File: src/rtl/servant_arb_pkg.sv
`default_nettype none
// ============================================================================
// Module      : servant_arb_pkg
// Description : Shared types and constants for the servant_arb two-master
//               Wishbone arbiter (state enum, master indices, grant width).
// Revision    : 1.0 - initial release
// ============================================================================
package servant_arb_pkg;

    typedef enum logic {
        IDLE = 1'b0,
        BUSY = 1'b1
    } state_t;

    localparam int   GRANT_W = 2;
    localparam logic M0      = 1'b0;
    localparam logic M1      = 1'b1;

    // Convert a master index into its one-hot {m1,m0} grant vector
    function automatic logic [GRANT_W-1:0] idx_to_grant(input logic idx);
        return (idx == M1) ? 2'b10 : 2'b01;
    endfunction

endpackage
`default_nettype wire

File: src/rtl/servant_arb_wdog.sv
`default_nettype none
// ============================================================================
// Module      : servant_arb_wdog
// Description : Bus-cycle watchdog for servant_arb. Counts enabled cycles
//               since the last clear and flags the TIMEOUT-th one.
// Revision    : 1.0 - initial release
// ============================================================================
module servant_arb_wdog #(
    parameter int TIMEOUT = 255
) (
    input  logic clk,
    input  logic rst,
    input  logic i_clear,
    input  logic i_enable,
    output logic o_expired
);

    // Count value held during the TIMEOUT-th enabled cycle
    localparam logic [15:0] C_LAST = 16'(TIMEOUT - 1);

    logic [15:0] r_cnt_q;
    logic [15:0] w_cnt_d;

    // Next count: clear wins, otherwise count up and park at the last value
    always_comb begin
        w_cnt_d = r_cnt_q;
        if (i_clear) begin
            w_cnt_d = '0;
        end else if (i_enable && (r_cnt_q != C_LAST)) begin
            w_cnt_d = r_cnt_q + 16'd1;
        end
    end

    assign o_expired = i_enable && (r_cnt_q == C_LAST);

    // Counter register
    always_ff @(posedge clk) begin
        if (rst) begin
            r_cnt_q <= '0;
        end else begin
            r_cnt_q <= w_cnt_d;
        end
    end

endmodule
`default_nettype wire

File: src/rtl/servant_arb.sv
`default_nettype none
// ============================================================================
// Module      : servant_arb
// Description : Two-master Wishbone arbiter in front of a shared RAM slave.
//               Round-robin or fixed-priority tie-break, one transfer per
//               grant, idle turnaround cycle between grants.
//               Optional bus watchdog enabled by SERVANT_ARB_TIMEOUT_EN.
// Revision    : 1.0 - initial release
// ============================================================================
module servant_arb
    import servant_arb_pkg::*;
#(
    parameter int AW         = 32,
    parameter int FIXED_PRIO = 0,
    parameter int TIMEOUT    = 255
) (
    input  logic          i_wb_clk,
    input  logic          i_wb_rst,
    input  logic [AW-1:0] i_wb_m0_adr,
    input  logic [31:0]   i_wb_m0_dat,
    input  logic [3:0]    i_wb_m0_sel,
    input  logic          i_wb_m0_we,
    input  logic          i_wb_m0_cyc,
    output logic [31:0]   o_wb_m0_rdt,
    output logic          o_wb_m0_ack,
    input  logic [AW-1:0] i_wb_m1_adr,
    input  logic [31:0]   i_wb_m1_dat,
    input  logic [3:0]    i_wb_m1_sel,
    input  logic          i_wb_m1_we,
    input  logic          i_wb_m1_cyc,
    output logic [31:0]   o_wb_m1_rdt,
    output logic          o_wb_m1_ack,
    output logic [AW-1:0] o_wb_s_adr,
    output logic [31:0]   o_wb_s_dat,
    output logic [3:0]    o_wb_s_sel,
    output logic          o_wb_s_we,
    output logic          o_wb_s_cyc,
    input  logic [31:0]   i_wb_s_rdt,
    input  logic          i_wb_s_ack,
    output logic [1:0]    o_grant,
    output logic          o_timeout
);

    if ((TIMEOUT < 2) || (TIMEOUT > 65535)) begin : g_bad_timeout
        $error("servant_arb: TIMEOUT must be within 2..65535");
    end

    state_t             r_state_q, w_state_d;
    logic [GRANT_W-1:0] r_grant_q, w_grant_d;
    logic               r_last_q,  w_last_d;
    logic               w_winner;
    logic               w_busy;
    logic               w_owner;
    logic               w_owner_cyc;
    logic               w_abort;
    logic               w_ack;

    assign w_busy      = (r_state_q == BUSY);
    assign w_owner     = r_grant_q[1] ? M1 : M0;
    assign w_owner_cyc = (w_owner == M1) ? i_wb_m1_cyc : i_wb_m0_cyc;

`ifdef SERVANT_ARB_TIMEOUT_EN
    logic w_expired;
    logic w_clear;

    // Counter is held clear while idle so it starts from zero on every grant
    assign w_clear = (r_state_q == IDLE);

    servant_arb_wdog #(
        .TIMEOUT (TIMEOUT)
    ) u_wdog (
        .clk       (i_wb_clk),
        .rst       (i_wb_rst),
        .i_clear   (w_clear),
        .i_enable  (w_busy),
        .o_expired (w_expired)
    );

    // A real slave ack in the expiry cycle is a normal completion
    assign w_abort = w_busy && w_owner_cyc && w_expired && !i_wb_s_ack;
`else
    assign w_abort = 1'b0;
`endif

    // Next-state: pick a winner in IDLE, release the bus on ack/abort/drop
    always_comb begin
        w_state_d = r_state_q;
        w_grant_d = r_grant_q;
        w_last_d  = r_last_q;
        w_winner  = M0;
        case (r_state_q)
            IDLE: begin
                if (i_wb_m0_cyc || i_wb_m1_cyc) begin
                    if (i_wb_m0_cyc && i_wb_m1_cyc) begin
                        w_winner = (FIXED_PRIO != 0) ? M0 : ~r_last_q;
                    end else begin
                        w_winner = i_wb_m1_cyc ? M1 : M0;
                    end
                    w_grant_d = idx_to_grant(w_winner);
                    w_state_d = BUSY;
                end
            end
            BUSY: begin
                if (!w_owner_cyc || i_wb_s_ack || w_abort) begin
                    w_grant_d = '0;
                    w_last_d  = w_owner;
                    w_state_d = IDLE;
                end
            end
            default: begin
                w_grant_d = '0;
                w_state_d = IDLE;
            end
        endcase
    end

    // State, grant and last-owner registers; last owner resets to m1
    always_ff @(posedge i_wb_clk) begin
        if (i_wb_rst) begin
            r_state_q <= IDLE;
            r_grant_q <= '0;
            r_last_q  <= M1;
        end else begin
            r_state_q <= w_state_d;
            r_grant_q <= w_grant_d;
            r_last_q  <= w_last_d;
        end
    end

    // Slave request follows the granted master; bus is quiet while idle
    always_comb begin
        o_wb_s_adr = '0;
        o_wb_s_dat = '0;
        o_wb_s_sel = '0;
        o_wb_s_we  = 1'b0;
        if (w_busy) begin
            if (w_owner == M1) begin
                o_wb_s_adr = i_wb_m1_adr;
                o_wb_s_dat = i_wb_m1_dat;
                o_wb_s_sel = i_wb_m1_sel;
                o_wb_s_we  = i_wb_m1_we;
            end else begin
                o_wb_s_adr = i_wb_m0_adr;
                o_wb_s_dat = i_wb_m0_dat;
                o_wb_s_sel = i_wb_m0_sel;
                o_wb_s_we  = i_wb_m0_we;
            end
        end
    end

    assign o_wb_s_cyc = w_busy && w_owner_cyc && !w_abort;

    // Responses are steered to the grant holder; an abort returns zero data
    assign w_ack       = i_wb_s_ack || w_abort;
    assign o_wb_m0_ack = w_ack && r_grant_q[0];
    assign o_wb_m1_ack = w_ack && r_grant_q[1];
    assign o_wb_m0_rdt = (r_grant_q[0] && !w_abort) ? i_wb_s_rdt : 32'd0;
    assign o_wb_m1_rdt = (r_grant_q[1] && !w_abort) ? i_wb_s_rdt : 32'd0;

    assign o_grant   = r_grant_q;
    assign o_timeout = w_abort;

endmodule
`default_nettype wire

File: config.mk
export PLATFORM = sky130hd
export DESIGN_NAME = servant_arb
export DESIGN_NICKNAME = d
export VERILOG_FILES = /design/src/rtl/servant_arb_pkg.sv /design/src/rtl/servant_arb_wdog.sv /design/src/rtl/servant_arb.sv
export SDC_FILE = /design/constraint.sdc
export NUM_CORES = 1
export LEC_CHECK = 0
export BUFFER_PORTS_ARGS = -buffer_cell sky130_fd_sc_hd__buf_2
export CAP_MARGIN = 10
export CORE_AREA = 2 2 123 125
export DETAILED_ROUTE_END_ITERATION = 6
export DIE_AREA = 0 0 125 127
export GPL_ROUTABILITY_DRIVEN = 0
export HOLD_SLACK_MARGIN = 0.15
export PLACE_DENSITY = 0.54
export SETUP_SLACK_MARGIN = 0.1
export SYNTH_ARGS = -nofsm -noshare
export SYNTH_HDL_FRONTEND = slang
export SYNTH_HIERARCHICAL = 1
export SYNTH_SLANG_ARGS = --single-unit
File: constraint.sdc
create_clock -name i_wb_clk -period 1.65 [get_ports i_wb_clk]
set_clock_uncertainty 0.1 [all_clocks]
set_input_delay 0.4125 -clock i_wb_clk [delete_from_list [all_inputs] [get_ports i_wb_clk]]
set_output_delay 0.4125 -clock i_wb_clk [all_outputs]
set_load 0.005 [all_outputs]
After elaboration in Yosys (flattened, before gate mapping). Cells that the tools add are included. Widths: inputs -> output; s select.

Latch bits: 0. Bits of input ports: 175. Register bits: 4. Memory bits (read-only): 0. Memories kept: 0. Bits in writable memories: 0.

Div/mod/pow operators: 0. Equality and inequality tests: 2. Shifts and indexed selects: 0. Add/sub/neg operators: 0. Mux-type cells: 23. Reduce and logical (&&, ||, !) cells: 9. $mul: 0. Bitwise operators: 2. Order comparisons: 0.

Operator list (number): $mux 32 (6); $mux 1 (10); $mux 4 (2); $mux 2 (3); $logic_and 1x1->1 (4); $pmux 2 s2 (1); $reduce_and 2->1 (2); $logic_or 1x1->1 (2); $ne 2x1->1 const B (1); $ne 2x2->1 const B (1); $not 1->1 (2); $pmux 1 s2 (1); $logic_not 1->1 (1).

Longest topological paths before layout.
Word-level depth: 7. Gate-level depth with buffers: 5.

Worst setup path before layout. Ideal clock, no wire load.

Kind: flip-flop to output port. From: register r_grant_q[1], in the netlist o_grant[1]. To: output port o_wb_s_adr[0]. Slack: 0.091 ns. Arrival: 1.046 ns. Cell stages (with the launch flop): 6. Path buffers: 3. Cells stage by stage: dfxtp_1 -> buf_2 -> buf_4 -> buf_4 -> mux2i_1 -> nor2_1.

Longest elaborated chain between the ends: 3.

Ends and longest elaborated chain: start, declared (line servant_arb.sv:49) `logic [GRANT_W-1:0] r_grant_q, w_grant_d;`; start signal, assigned (line servant_arb.sv:125) `r_grant_q <= w_grant_d;`; $mux 1 (line servant_arb.sv:59) `assign w_owner = r_grant_q[1] ? M1 : M0;`; $mux 32 (line servant_arb.sv:137) `if (w_owner == M1) begin`; $mux 32 (line servant_arb.sv:136) `if (w_busy) begin`; end, declared (line servant_arb.sv:33) `output logic [AW-1:0] o_wb_s_adr,`.

No other way between the ends.

Worst setup path after layout.
From: register r_grant_q[1], in the netlist o_grant[1]. To: output port o_wb_s_adr[7].

The elaborated chain is that of the path after synthesis.

==> results.toml <==
[placed_design]
io_buffers = 312
place_area_mm2 = 0.00351
hpwl_um = 7400
place_inst = 736
place_ws_ns = -0.0161

[power_and_ir_drop]
vdd_drop_max_uv = 359
total_power_mw = 1.72
p_per_area_mw_per_mm2 = 418
cellLeakagePower_nw = 2.32

[route]
drtIter0Drc = 81
drtPass1Iterations = 4
ant_nets = 0
wl_per_cell_um = 13.4
vias_per_cell = 3.91
drc = 0
routed_wl_um = 10100
met2WireLength_um = 5230
met3_length_um = 904
via_count = 2937
wl_met1_um = 3840
top_layer_used = "met5"

[cts]
cts.sinks = 4
insertion_delay_ns = 0.23
cts_hold_repair.buffers = 0
cts_buffer_depth = 2
cts_root_buffer = "clkbuf_16"
cts_tree = "done"
clk_pin_slew_ns = 0.03
htree_levels = 1
cts_made_buffers = 3

[worst_hold_path]
hold_class = "input port to flip-flop"
min_from = "i_wb_rst"

[yosys]
synth.top_cell.area_share_pct = 41.6
synth-simple-area-share_pct = 42.6
netlist_top_cells_area = "mux2i_1, and2_1, nor2_1, dfxtp_1, clkbuf_1"
synth_top_cell_by_area = "mux2i_1"
synth_mux_area_share_pct = 41.6
syn_inst = 252
ys_types = 21
yosys.area_share.adder_pct = 0
yosys_warnings = 6
avgSynthCellArea_um2 = 6.69
ys_seq_area_share_pct = 4.75
synth_xor_area_share_pct = 0
synth_area_mm2 = 0.00169
synth_compound_gate_area_share_pct = 3.12
synth-seq-cells = 4
syn-num-nets = 427
synth_top_family_by_area = "simple AND/OR/NAND/NOR gates"

[grt]
grt_util_all_layers_pct = 9.95
overflow = 0
grt_pass1_wl_um = 12600
grt_max_degree = 48
antenna_found_initial = 1
grt_pass1_vias = 2532

[timing]
timing.final.crit_period_ns = 1.87
fmax_ghz = 0.535
timing.final.crit_share_pct = 113
hold_ws_ns = 0.308
rsz0062_at_grt = "yes"
setup_tns_ns = -10.37
slew_viol_final = 0
fin_ws_ns = -0.219
hold_violations = 0
setup_viol = 94

[setup_path]
critPathKind = "flip-flop to output port"
cp-start-kind = "flip-flop"
path_max_fanout = 6
cp.arrival_ns = 1.36
rr_startpoint = "o_grant[1]"
required_ns = 1.14
crit_start = "o_grant[1]"
critPathCaptureType = "output port"

[final_layout]
fillers = 1570
final_cells = 751
utilization_pct = 28.5
finalInstanceArea_mm2 = 0.00411
mostFrequentLayoutCell = "buf_2"
final_net_count = 743
diodes = 0
syn_to_final_growth_pct = 144
drive_gt1_share_pct = 66.0
final_cell_mix = "buf_2, nor2_1, mux2i_1, and2_1, buf_6"

[status]
outcome = "finished, violations left"
failed_checks = "negative setup slack"

[floorplanning]
ios = 314
start_util_pct = 11.7
die_x_um = 125
fp.dieH_um = 127
dieArea_mm2 = 0.0159
num_rows = 44
design.core.area_mm2 = 0.0144

[flow_run]
drv_cap = 0
[cell usage after synthesis]
master and instances:
a211oi_1 1, a21oi_1 1, a31oi_1 1, and2_1 66
buf_2 5, buf_4 6, clkbuf_1 13, conb_1 1
dfxtp_1 4, inv_1 2, inv_2 1, mux2i_1 70
nand2b_1 1, nand3b_1 1, nor2_1 72, nor4b_2 1
o211ai_1 1, o21a_1 1, o21ai_0 2, o22a_1 1
or2_2 1
[area by class of cell]
cell class / count / area [um2] / area share [%]
repair buffers: 335 / 2130 / 51.8
flip-flops and latches: 4 / 87.6 / 2.13
multi-input cells: 221 / 1570 / 38.3
well taps: 184 / 230 / 5.60
inverters: 3 / 11.3 / 0.274
clock buffers: 4 / 78.8 / 1.92
[worst paths after layout]
| kind | end | slack (ns) | cells after the start |
|---|---|---|---|
| max reg2reg | o_grant[1] | 0.21 | 5 |
| min reg2reg | r_last_q | 0.38 | 2 |
| max | o_wb_s_adr[7] | -0.22 | 5 |
| min | o_grant[1] | 0.31 | 2 |
[critical path, stage by stage, from the launching register on]
cell	delay [ns]
dfxtp_4	0.42
buf_12	0.13
buf_12	0.13
mux2i_4	0.25
nor2_1	0.07
buf_2	0.12
[where the power goes]
group / internal (mW) / leakage, nW / switching (mW)
sequential: 0.107 / 0.0345 / 0.0195
clock: 0.319 / 0.0382 / 0.0710
combinational: 0.697 / 2.25 / 0.503
total: 1.12 / 2.32 / 0.593
[cell families after synthesis]
kind of cell           after synthesis
AOI/OAI and AO/OA                    8
buffers and inverters               27
DFF                                  4
other                                1
and+or+nand+nor                    142
muxes                               70
[per-layer routing]
| layer | track usage (%) | up-vias |
|---|---|---|
| li1 | - | 1453 |
| met1 | 11.0 | 1294 |
| met2 | 18.5 | 178 |
| met3 | 3.10 | 10 |
| met4 | 2.68 | 2 |
| met5 | 0 | - |
[sequential cells by signal, indices dropped and copies added (netlist names)]
signal     cells
o_grant        2
r_last_q       1
r_state_q      1
[timing repair]
item,4_1_cts,5_1_grt
pin swaps,4,24
hold endpoints to repair,0,0
buffers inserted,3,2
gates cloned,1,7
setup endpoints to repair,104,137
gates resized for setup,9,63
No activity file was read; power rests on OpenSTA's default activity.
